## config.mk

```make
export PLATFORM = sky130hd
export DESIGN_NAME = gen_row_sequencer
export DESIGN_NICKNAME = d
export VERILOG_FILES = /design/src/rtl/gen_row_sequencer.sv
export SDC_FILE = /design/constraint.sdc
export NUM_CORES = 1
export LEC_CHECK = 0
export ABC_AREA = 1
export CORE_AREA = 2 2 96 98
export CTS_BUF_LIST = sky130_fd_sc_hd__clkbuf_4
export DETAILED_ROUTE_END_ITERATION = 16
export DIE_AREA = 0 0 98 100
export GPL_TIMING_DRIVEN = 0
export PLACE_DENSITY = 0.93
export SETUP_SLACK_MARGIN = 0.5
export SLEW_MARGIN = 20
export SYNTH_ARGS = -nofsm -noshare
export SYNTH_HDL_FRONTEND = slang
export SYNTH_SLANG_ARGS = --single-unit
```

## constraint.sdc

```tcl
create_clock -name clk -period 3.2 [get_ports clk]
set_input_delay 0.32 -clock clk [delete_from_list [all_inputs] [get_ports clk]]
set_output_delay 0.32 -clock clk [all_outputs]
set_load 0.01 [all_outputs]
```

## src/rtl/gen_row_sequencer.sv

```systemverilog
// gen_row_sequencer: steps through the rows of one Game-of-Life generation and
// hands each row, plus its two neighbour rows, to line_buffer. It counts the
// result rows written back, swaps the read/write BRAM banks between
// generations, and runs either a fixed number of generations or free-runs.
module gen_row_sequencer #(
    parameter int unsigned ROWS  = 720,
    parameter int unsigned ROW_W = $clog2(ROWS),
    parameter int unsigned GEN_W = 16
) (
    input  logic             clk,
    input  logic             rst,
    input  logic             start,
    input  logic [GEN_W-1:0] gen_count,
    input  logic             wrap_mode,
    input  logic             stop,
    input  logic             pause,
    output logic             row_valid,
    input  logic             row_ready,
    output logic [ROW_W-1:0] row_cur,
    output logic [ROW_W-1:0] row_prev,
    output logic [ROW_W-1:0] row_next,
    output logic             edge_top,
    output logic             edge_bot,
    input  logic             wb_pulse,
    output logic             rd_bank,
    output logic [GEN_W-1:0] gen_done,
    output logic             busy,
    output logic             done,
    output logic             err_overrun
);

    localparam int unsigned      CNT_W    = ROW_W + 1;
    localparam logic [ROW_W-1:0] LAST_ROW = ROW_W'(ROWS - 1);
    localparam logic [CNT_W-1:0] FULL_CNT = CNT_W'(ROWS);
    localparam logic [CNT_W-1:0] LAST_CNT = CNT_W'(ROWS - 1);

    typedef enum logic [2:0] {
        IDLE   = 3'd0,
        ISSUE  = 3'd1,
        DRAIN  = 3'd2,
        SWAP   = 3'd3,
        FINISH = 3'd4
    } state_t;

    state_t           state_q, state_d;
    logic [ROW_W-1:0] row_cur_q, row_prev_q, row_next_q;
    logic             edge_top_q, edge_bot_q;
    logic             wrap_q;
    logic [GEN_W-1:0] gen_count_q, gen_done_q;
    logic [CNT_W-1:0] wb_cnt_q;
    logic             rd_bank_q, err_q;

    logic             hs;
    logic             row_ld;
    logic             nb_wrap;
    logic [ROW_W-1:0] row_d, prev_d, next_d;
    logic             top_d, bot_d;

    // State register
    always_ff @(posedge clk or posedge rst) begin
        if (rst) begin
            state_q <= IDLE;
        end else begin
            state_q <= state_d;
        end
    end

    // Next-state logic
    always_comb begin
        state_d = state_q;
        case (state_q)
            IDLE: begin
                if (start) state_d = ISSUE;
            end
            ISSUE: begin
                if (hs && (row_cur_q == LAST_ROW)) state_d = DRAIN;
            end
            DRAIN: begin
                if ((wb_cnt_q == FULL_CNT) || ((wb_cnt_q == LAST_CNT) && wb_pulse))
                    state_d = SWAP;
            end
            SWAP: begin
                if (stop || ((gen_count_q != '0) && ((gen_done_q + GEN_W'(1)) == gen_count_q)))
                    state_d = FINISH;
                else
                    state_d = ISSUE;
            end
            FINISH: begin
                state_d = IDLE;
            end
            default: begin
                state_d = IDLE;
            end
        endcase
    end

    // Outputs decoded from state; valid is gated by pause so a stall can be imposed upstream
    always_comb begin
        row_valid = (state_q == ISSUE) && !pause;
        busy      = (state_q != IDLE);
        done      = (state_q == FINISH);
        hs        = row_valid && row_ready;
    end

    // Row index to load next, and the boundary mode its neighbours use
    always_comb begin
        row_d   = row_cur_q;
        nb_wrap = wrap_q;
        row_ld  = 1'b0;
        case (state_q)
            IDLE: begin
                if (start) begin
                    row_d   = '0;
                    nb_wrap = wrap_mode;
                    row_ld  = 1'b1;
                end
            end
            ISSUE: begin
                if (hs && (row_cur_q != LAST_ROW)) begin
                    row_d  = row_cur_q + ROW_W'(1);
                    row_ld = 1'b1;
                end
            end
            SWAP: begin
                row_d  = '0;
                row_ld = 1'b1;
            end
            default: begin
                row_ld = 1'b0;
            end
        endcase
    end

    // Neighbour rows for the row being loaded; dead edges clamp and flag instead of wrapping
    always_comb begin
        prev_d = row_d - ROW_W'(1);
        top_d  = 1'b0;
        next_d = row_d + ROW_W'(1);
        bot_d  = 1'b0;
        if (row_d == '0) begin
            prev_d = nb_wrap ? LAST_ROW : '0;
            top_d  = !nb_wrap;
        end
        if (row_d == LAST_ROW) begin
            next_d = nb_wrap ? '0 : LAST_ROW;
            bot_d  = !nb_wrap;
        end
    end

    // Row/neighbour registers, run configuration, write-back counter and bank
    always_ff @(posedge clk or posedge rst) begin
        if (rst) begin
            row_cur_q   <= '0;
            row_prev_q  <= '0;
            row_next_q  <= ROW_W'(1);
            edge_top_q  <= 1'b1;
            edge_bot_q  <= 1'b0;
            wrap_q      <= 1'b0;
            gen_count_q <= '0;
            gen_done_q  <= '0;
            wb_cnt_q    <= '0;
            rd_bank_q   <= 1'b0;
            err_q       <= 1'b0;
        end else begin
            if (row_ld) begin
                row_cur_q  <= row_d;
                row_prev_q <= prev_d;
                row_next_q <= next_d;
                edge_top_q <= top_d;
                edge_bot_q <= bot_d;
            end
            case (state_q)
                IDLE: begin
                    if (start) begin
                        wrap_q      <= wrap_mode;
                        gen_count_q <= gen_count;
                        gen_done_q  <= '0;
                        wb_cnt_q    <= '0;
                        err_q       <= 1'b0;
                    end
                end
                ISSUE, DRAIN: begin
                    if (wb_pulse) begin
                        if (wb_cnt_q == FULL_CNT)
                            err_q <= 1'b1;
                        else
                            wb_cnt_q <= wb_cnt_q + CNT_W'(1);
                    end
                end
                SWAP: begin
                    rd_bank_q  <= !rd_bank_q;
                    gen_done_q <= gen_done_q + GEN_W'(1);
                    wb_cnt_q   <= '0;
                end
                default: begin
                    wb_cnt_q <= wb_cnt_q;
                end
            endcase
        end
    end

    assign row_cur     = row_cur_q;
    assign row_prev    = row_prev_q;
    assign row_next    = row_next_q;
    assign edge_top    = edge_top_q;
    assign edge_bot    = edge_bot_q;
    assign rd_bank     = rd_bank_q;
    assign gen_done    = gen_done_q;
    assign err_overrun = err_q;

endmodule

```

## Yosys cells after proc, flatten, opt, wreduce, memory -nomap -nowiden

Cells that the tools add are included.

- Output and inout bits: 53
- Flip-flop bits (word level): 81
- Input port bits: 24

- Add/subtract/negate cells: 5
- Reduce and logical (&&, ||, !) cells: 24
- Muxes and demuxes: 29
- Equal/unequal tests: 16

Operators by type and width:

| cell | count |
|---|---|
| two-way mux 10 bit | 6 |
| two-way mux 11 bit | 3 |
| one-hot mux 11 bit (3 select lines) | 1 |
| one-hot mux 16 bit (2 select lines) | 1 |
| one-hot mux 10 bit (3 select lines) | 1 |
| == test 11 x 10 -> 1 bit, second input constant | 2 |
| adder 10 x 1 -> 10 bit, second input constant | 2 |
| == test 10 bit, second input constant | 2 |
| adder 16 x 1 -> 16 bit, second input constant | 1 |
| == test 16 bit | 1 |
| two-way mux 16 bit | 1 |
| nonzero test 16 bit | 1 |
| two-way mux 3 bit | 4 |
| != test 2 bit, second input constant | 6 |
| one-hot mux 3 bit (4 select lines) | 1 |
| adder 11 x 1 -> 11 bit, second input constant | 1 |
| zero test 10 bit | 1 |
| != test 10 bit, second input constant | 1 |
| subtractor 10 x 1 -> 10 bit, second input constant | 1 |
| two-way mux 1 bit | 9 |
| AND reduction 4 bit | 2 |
| == test 3 x 2 -> 1 bit, second input constant | 2 |
| logical AND 1 bit | 6 |
| nonzero test 3 bit | 2 |
| other kinds (11) | 16 |

## Longest topological paths before layout

- Depth after elaboration: 8
- Gate-level depth with buffers: 17
- Gate-level depth less buffers: 17

## Least setup slack after synthesis

Ideal clock, no wire load.

- Kind: register to register
- From: reg row_cur_q[0], in the netlist row_cur[0]
- To: reg row_prev_q[9], in the netlist row_prev[9]
- Setup time: 0.073 ns
- Period minus slack after synthesis: 2.287 ns
- Path buffers: 0
- Arrival: 2.214 ns
- Cell stages (with the launch flop): 16
- Setup slack: 0.913 ns
- Cell sequence: dfrtp_1 ha_1 nand3_1 inv_2 nand3_4 nand2_4 nand3_1 nand2_1 inv_2 ha_1 nand2_2 nor2_8 nand3_4 nand2_4 nand2_4 a21oi_2

- Word-level cells in the longest chain between the ends: 6

RTL lines:

| item | RTL line | RTL |
|---|---|---|
| start: declaration | 46 | `logic [ROW_W-1:0] row_cur_q, row_prev_q, row_next_q;` |
| start signal: assignment | 166 | `row_cur_q <= row_d;` |
| branches (longest 3 deep; another with adder 10 x 1 -> 10 bit) | n/a |  |
| one-hot mux 10 bit (3 select lines) * | 110 | `case (state_q)` |
| via row_d[0] | 56 | `logic [ROW_W-1:0] row_d, prev_d, next_d;` |
| subtractor 10 x 1 -> 10 bit or zero test 10 bit (tied branches) | 136, 140 |  |
| two-way mux 10 bit * | 140 | `if (row_d == '0) begin` |
| end signal: assignment | 167 | `row_prev_q <= prev_d;` |
| end: declaration | 46 |  |

Mark *: on every way through the listed nets, which the timed path passes.
A chain may end at the register's enable or synchronous reset.

## Final worst setup path

Ends and elaborated chain as after synthesis.

==> metrics.txt <==
run status finished clean; IO Port Bufs 76; placer congestion estimate 0.951; worst skew pair latency 0.44 ns; Reg2Reg Depth 15; CP Max Fanout 10; P_sw 2.55 mW; CP Buf/Inv Count 2; Fmax 399 MHz; fillers 684; synth top area cells dfrtp_1, nand2_1, inv_1; Power, Total 5.40 mW; Async S/R FF share, synth 100%; H-tree Lvls 3; drc violations 0; capturing element type of the critical path register; Via Count 4,654; max cap viols 0; DR pass1 iterations 5; most used cell, CP nand2_4; core area 8890 µm²; Die Ht 100 µm; largest net degree at the start of global routing 50; Critical R2R Launch row_cur[0]$_DFFE_PP0P_; Synth Flop Type dfrtp_1; CP endpoint row_prev[9]$_DFFE_PP0P_; critical path's largest stage delay 0.44 ns; slew margin rel. 64.2%; Seq pwr share 31.7%; I/O Pins 77; drt wl/cell 14.9 µm; Setup Viol. Count Final 0; Cells after Synth 624; detailed-placement wirelength estimate 9390 µm; top cell type's share of synthesized area 40.8%; Critical Path Slowest Stage Cell dfrtp_2; # rows 35; Min Clock Period, post-route 2.51 ns; CTS root buf clkbuf_4; Net Sw Frac 47.3%; vias in the first global route 4,597; Worst VDD drop 0.000595 V; post-placement setup slack 0.426 ns; Post-Synthesis Cell Area 4840 µm²; most frequent cell after synthesis nand2_1; Initial Utilization 54.4%; Post-synth top cells nand2_1, dfrtp_1, inv_1; Netlist cell types 40; Routed WL 12,500 µm; Setup crit start row_cur[0]$_DFFE_PP0P_; Ys Warns 0; syn_nets 654; Nets 750; CTS clk-pin slew, worst paths 0.13 ns; multi-input logic area 2450 µm²; R2R Setup Slk 0.69 ns; Crit Path Category register to register; arrival time at the worst endpoint 2.88 ns; share of post-route cells with drive strength above 1 12.4%; Int Pwr 2.85 mW; initial antenna violation count 0; Yosys reg bits 81; area leader, netlist dfrtp_1; Worst setup SP type register; RSZ-0062 raised after global routing no; ant diodes 0; Clock Sinks 81; Hold WC Path Type input pin to async pin; Die ar. 9800 µm²; Syn-to-layout area delta 23.6%; Stages on worst setup path 15; Slew Limit Fails 0; syn avg cell area 7.76 µm²; Tcrit/Tclk final 78.4%; total congestion overflow 0; Register Area 2030 µm²; Static Leak 2.81 nW; WP data required 3.57 ns; CTS Buffer Depth 2; Least-Margin Pin Slew 0.537 ns; EDFF count, synth 0; final worst slack 0.691 ns; final hold vios 0; Comb pwr share 56.9%; DR vias/cell 5.57; Antenna Nets Post-Route 0; Starting DRT DRC Count 312; Tot GR Track Use 26.1%; Setup Skew 0.0189 ns; CP delay by family, top simple AND/OR/NAND/NOR gates; chip width 98 µm; CTS tree done; Num CTS Buffers 9; first-pass GRT wire length 20,800 µm; post-synthesis sequential area ratio 41.9%; pwr dens 903 nW/µm²; crit-path cells ha_1 > nand3_1 > inv_2 > nand3_4 > nand2_4 > nand3_1 > nand2_1 > inv_2 > ha_1 > nand2_2 > nor2_8 > nand3_4 > nand2_4 > nand2_4 > a21oi_2; RR Endpoint row_prev[9]$_DFFE_PP0P_; Clock power frac 11.4%
## sequential cells by signal, summed over array words and instances (netlist names)
register and cells:
rd_bank 1, wb_cnt_q 11, wrap_q 1, gen_count_q 16, err_overrun 1, gen_done 16, state_q 3, row_prev 10
edge_bot 1, row_cur 10, row_next 10, edge_top 1
## routing by layer
metal  vias to the layer above  global-route usage [%]  wire length [µm]
met5                         -                       0                 0
met4                         0                    11.5               304
met3                        38                    5.29               805
met2                       201                    41.8              5980
met1                      2198                    34.6              5390
li1                       2217                       -                 -
## cell families (layout without fill, tap and decap cells)
group	count (synthesis)	after routing	synth area share [%]
AOI/OAI and AO/OA	87	87	10.7
buffers and inverters	99	200	7.73
DFF	81	81	41.9
xor gates and xnor gates	23	23	4.45
adders and majority gates	6	6	1.55
and+or+nand+nor	327	327	33.5
muxes	1	1	0.207
## final cells by class
| class | count | share of cell area (%) |
|---|---|---|
| multi-input cells | 444 | 40.9 |
| plain buffers | 9 | 0.565 |
| clock inverters | 7 | 1.15 |
| clock buffers | 9 | 1.13 |
| flip-flops and latches | 81 | 34.0 |
| repair buffers | 85 | 14.2 |
| inverters | 90 | 5.73 |
| well taps | 111 | 2.32 |
## stage by stage
step	std cells	hold slack, ns	TNS (ns)	util [%]	cell area [µm²]
after global routing	836	0.246	0	67.3	5980
final	836	0.229	0	67.3	5980
after CTS	828	0.229	0	66.4	5910
after detailed placement	812	0.471	0	64.9	5770
after global placement	811	0.466	-31.40	64.6	5740
after floorplan	624	0.441	0	-	4840
## worst min-delay path by stage
stage	cells past startpoint	endpoint	startpoint
floorplan	2	gen_count_q[0]$_DFFE_PP0P_	gen_count[0]
global placement	2	row_prev[8]$_DFFE_PP0P_	row_prev[8]$_DFFE_PP0P_
detailed placement	1	rd_bank$_DFFE_PP0P_	rd_bank$_DFFE_PP0P_
CTS	2	row_prev[0]$_DFFE_PP0P_	rst
global route	2	row_prev[0]$_DFFE_PP0P_	rst
finish	2	row_prev[0]$_DFFE_PP0P_	rst
## power groups by stage
stage | clock network, mW | logic [mW] | registers [mW]
finish | 0.616 | 3.07 | 1.71
global route | 0.665 | 3.40 | 1.75
CTS | 0.618 | 3.01 | 1.71
detailed placement | 0 | 2.99 | 1.72
global placement | 0 | 2.87 | 1.71
floorplan | 0 | 1.92 | 1.75
## placed cells by master (no fill, tap or decap), types with 4 or more instances in the layout
master	synthesis	final
a21oi_2	7	7
a21oi_1	17	17
buf_4	0	8
dfrtp_1	79	75
nand2_2	8	9
nand3_4	4	4
xnor2_1	4	4
nand2_1	158	157
inv_1	79	78
nand3_2	4	5
nor2_2	3	4
o21ai_0	45	45
nor2_1	46	45
inv_2	8	8
xor2_1	18	18
clkbuf_4	0	9
nand3_1	52	51
clkdlybuf4s50_1	0	76
clkbuf_1	8	8
o22ai_1	12	12
nor3_1	16	16
ha_1	6	6
nand4_1	16	16
dfrtp_2	0	4
nand2_4	8	8
## timing repair
item	CTS	global route
setup buffers	0	8
resized for setup	0	7
hold buffers	0	0
endpoints found under the hold margin	0	0
setup endpoints to repair	0	21
(Power assumes the default switching activity.)
==> edit: new RTL, same settings <==
Set the parameter `GEN_W` to 20 (it was 16).
--- a/src/rtl/gen_row_sequencer.sv
+++ b/src/rtl/gen_row_sequencer.sv
@@ -7,3 +7,3 @@
     parameter int unsigned ROW_W = $clog2(ROWS),
-    parameter int unsigned GEN_W = 16
+    parameter int unsigned GEN_W = 20
 ) (
Interface: changed (resized gen_count and gen_done); port bits go from 77 to 85. No check against the original RTL was run, so the function may have changed too.
==> edit against the original RTL <==
Non-clock buffer count increased by 12. Sequential cell count increased by 8. Routed wire length increased by 20%. Setup slack got worse by 0.059 ns. Critical path depth decreased by 1. Total power decreased by 2.3%. Combinational power decreased by 11%. Area after synthesis increased by 9.8%. Design area increased by 10%. Largest power group unchanged.
==> edit: results (changes against the original RTL) <==
stage,metric,value,unit,change
placement,dpl ws,0.414,ns,-0.0114 ns
synth,Commonest cells post-synth,"248 x nand2_1, 90 x inv_1, 87 x dfrtp_1",,
power_and_ir_drop,sequential power,1.89,mW,+11%
hold_path,Hold Crit Class,in2async,,
power_and_ir_drop,P_clk,0.654,mW,+6.2%
placement,post-placement cell area,6310,sq um,+9.5%
synth,yosys warns,0,,unchanged
placement,Detailed Place HPWL,11000,um,+17%
detailed_routing,drt first pass iters,5,,unchanged
placement,Placer Congestion,0.987,,+3.7%
grt,GRT met3 Usage,3.27,%,-2.0 points
critical_path,Worst R2R Path Depth,14,,-1
timing,Layout Skew,0.0122,ns,-0.00666 ns
detailed_routing,met1 wire length,6140,um,+14%
critical_path,r2r startpoint,row_cur[1],,
final_layout,Layout Utilization,74.0,%,+6.8 points
synth,asr flop ratio synth,100,%,unchanged
grt,Total GRT Usage,30.1,%,+4.0 points
power_and_ir_drop,Net Switching,2.43,mW,-4.8%
synth,post-synthesis sequential area ratio,42.0,%,about the same
power_and_ir_drop,Leak,3.13,nW,+12%
final_layout,Layout Cells excl Fill,962,,+15%
clock_network,clock-pin slew on the worst setup and hold paths,0.15,ns,+0.02 ns
timing,Rel. slew slack,55.7,%,-8.5 points
grt,vias in the first global route,5128,,+12%
power_and_ir_drop,sequential share of power,35.7,%,+4.0 points
power_and_ir_drop,maximum vdd drop,0.456,mV,-23%
status,status,completed,,
critical_path,"reg-to-reg slack, setup",0.63,ns,-0.06 ns
grt,GR Util met2,51.9,%,+10 points
synth,Synth area leaders,"dfrtp_1 41%, nand2_1 18%, nand3_1 6.4%",,
detailed_routing,Top Layer Used,met4,,
grt,met1 usage,39.2,%,+4.5 points
clock_network,TritonCTS Buffers,9,,unchanged
placement,PortBufs,84,,+11%
detailed_routing,Vias,5467,,+17%
final_layout,layout cells sized above 1,9.17,%,-3.2 points
critical_path,crit-path max FO,8,,-2
timing,hold_ws,0.276,ns,+0.0471 ns
clock_network,clock latency on the worst-skew pair,0.46,ns,+0.02 ns
grt,initial antenna violation count,0,,unchanged
clock_network,Max clock buf depth,2,,unchanged
grt,pin count of the biggest net entering global routing,48,,-4.0%
final_layout,n_diodes,0,,unchanged
synth,Synth Instances,741,,+19%
detailed_routing,metal3 WL,1000,um,+25%
placement,placed cell count,937,,+15%
detailed_routing,initial DRC count,416,,+33%
synth,Mapped Nets,775,,+19%
detailed_routing,wire per inst,15.6,um,+4.3%
grt,first-pass GRT wire length,23800,um,+14%
critical_path,reg2reg end,row_next[6],,
final_layout,Nets,880,,+17%
synth,Synth cell types,40,,unchanged
final_layout,Filler Cell Count,680,,-0.58%
detailed_routing,met2 wire length,7400,um,+24%
## edit: cell count changes after synthesis, moves of 11 or more
cell	unedited run	this run
nor2_1	46	61
nand2_1	158	248
inv_1	79	90
nand3_1	52	68
a21oi_1	17	6
o21ai_0	45	32
## edit: cell type report
class	instances	share of cell area [%]
buffer	12	0.798
clock buffer	9	1.03
clock inverter	7	1.06
inverter	99	5.68
multi-input combinational	541	41.3
sequential	89	33.9
tap	111	2.11
timing repair buffer	94	14.1
## edit: logic make-up (layout without fill, tap and decap cells)
| family | Yosys count | count (layout) | share of synthesized area (%) |
|---|---|---|---|
| adder cells (fa/ha/maj) | 6 | 6 | 1.41 |
| AND/OR/NAND/NOR | 443 | 443 | 37.1 |
| AO/OA/AOI/OAI | 72 | 72 | 8.01 |
| flip-flops | 89 | 89 | 42.0 |
| buffers and inverters | 111 | 221 | 7.98 |
| XOR/XNOR | 20 | 20 | 3.56 |
## edit: critical path: stages (launching register included)
cell and delay (ns):
dfrtp_1 0.42, ha_1 0.21, nand2_1 0.11, nor2_4 0.18, nand4_4 0.13, nand2_4 0.14, nand2_4 0.12, o21ai_2 0.20
ha_1 0.21, nand3_1 0.18, inv_1 0.18, nand3_1 0.10, xor2_1 0.16, nand2_1 0.06, nand3_1 0.06
## edit: how the worst max path moves through the flow
stage	from	to	slack, ns
final	row_cur[1]	row_next[6]	0.63
after global routing	row_cur[1]	row_next[6]	0.46
after global placement	rst	wb_cnt_q[0]	-0.76
after CTS	row_cur[0]	row_next[6]	0.49
after detailed placement	start	row_next[6]	0.41
after floorplan	rst	edge_bot	0.58
## edit: timing repair
| action | in CTS | in global routing |
|---|---|---|
| hold endpoints to repair | 0 | 0 |
| pin swaps | 0 | 2 |
| resized for setup | 2 | 13 |
| endpoints found under the setup margin | 13 | 23 |
| buffers inserted | 0 | 9 |
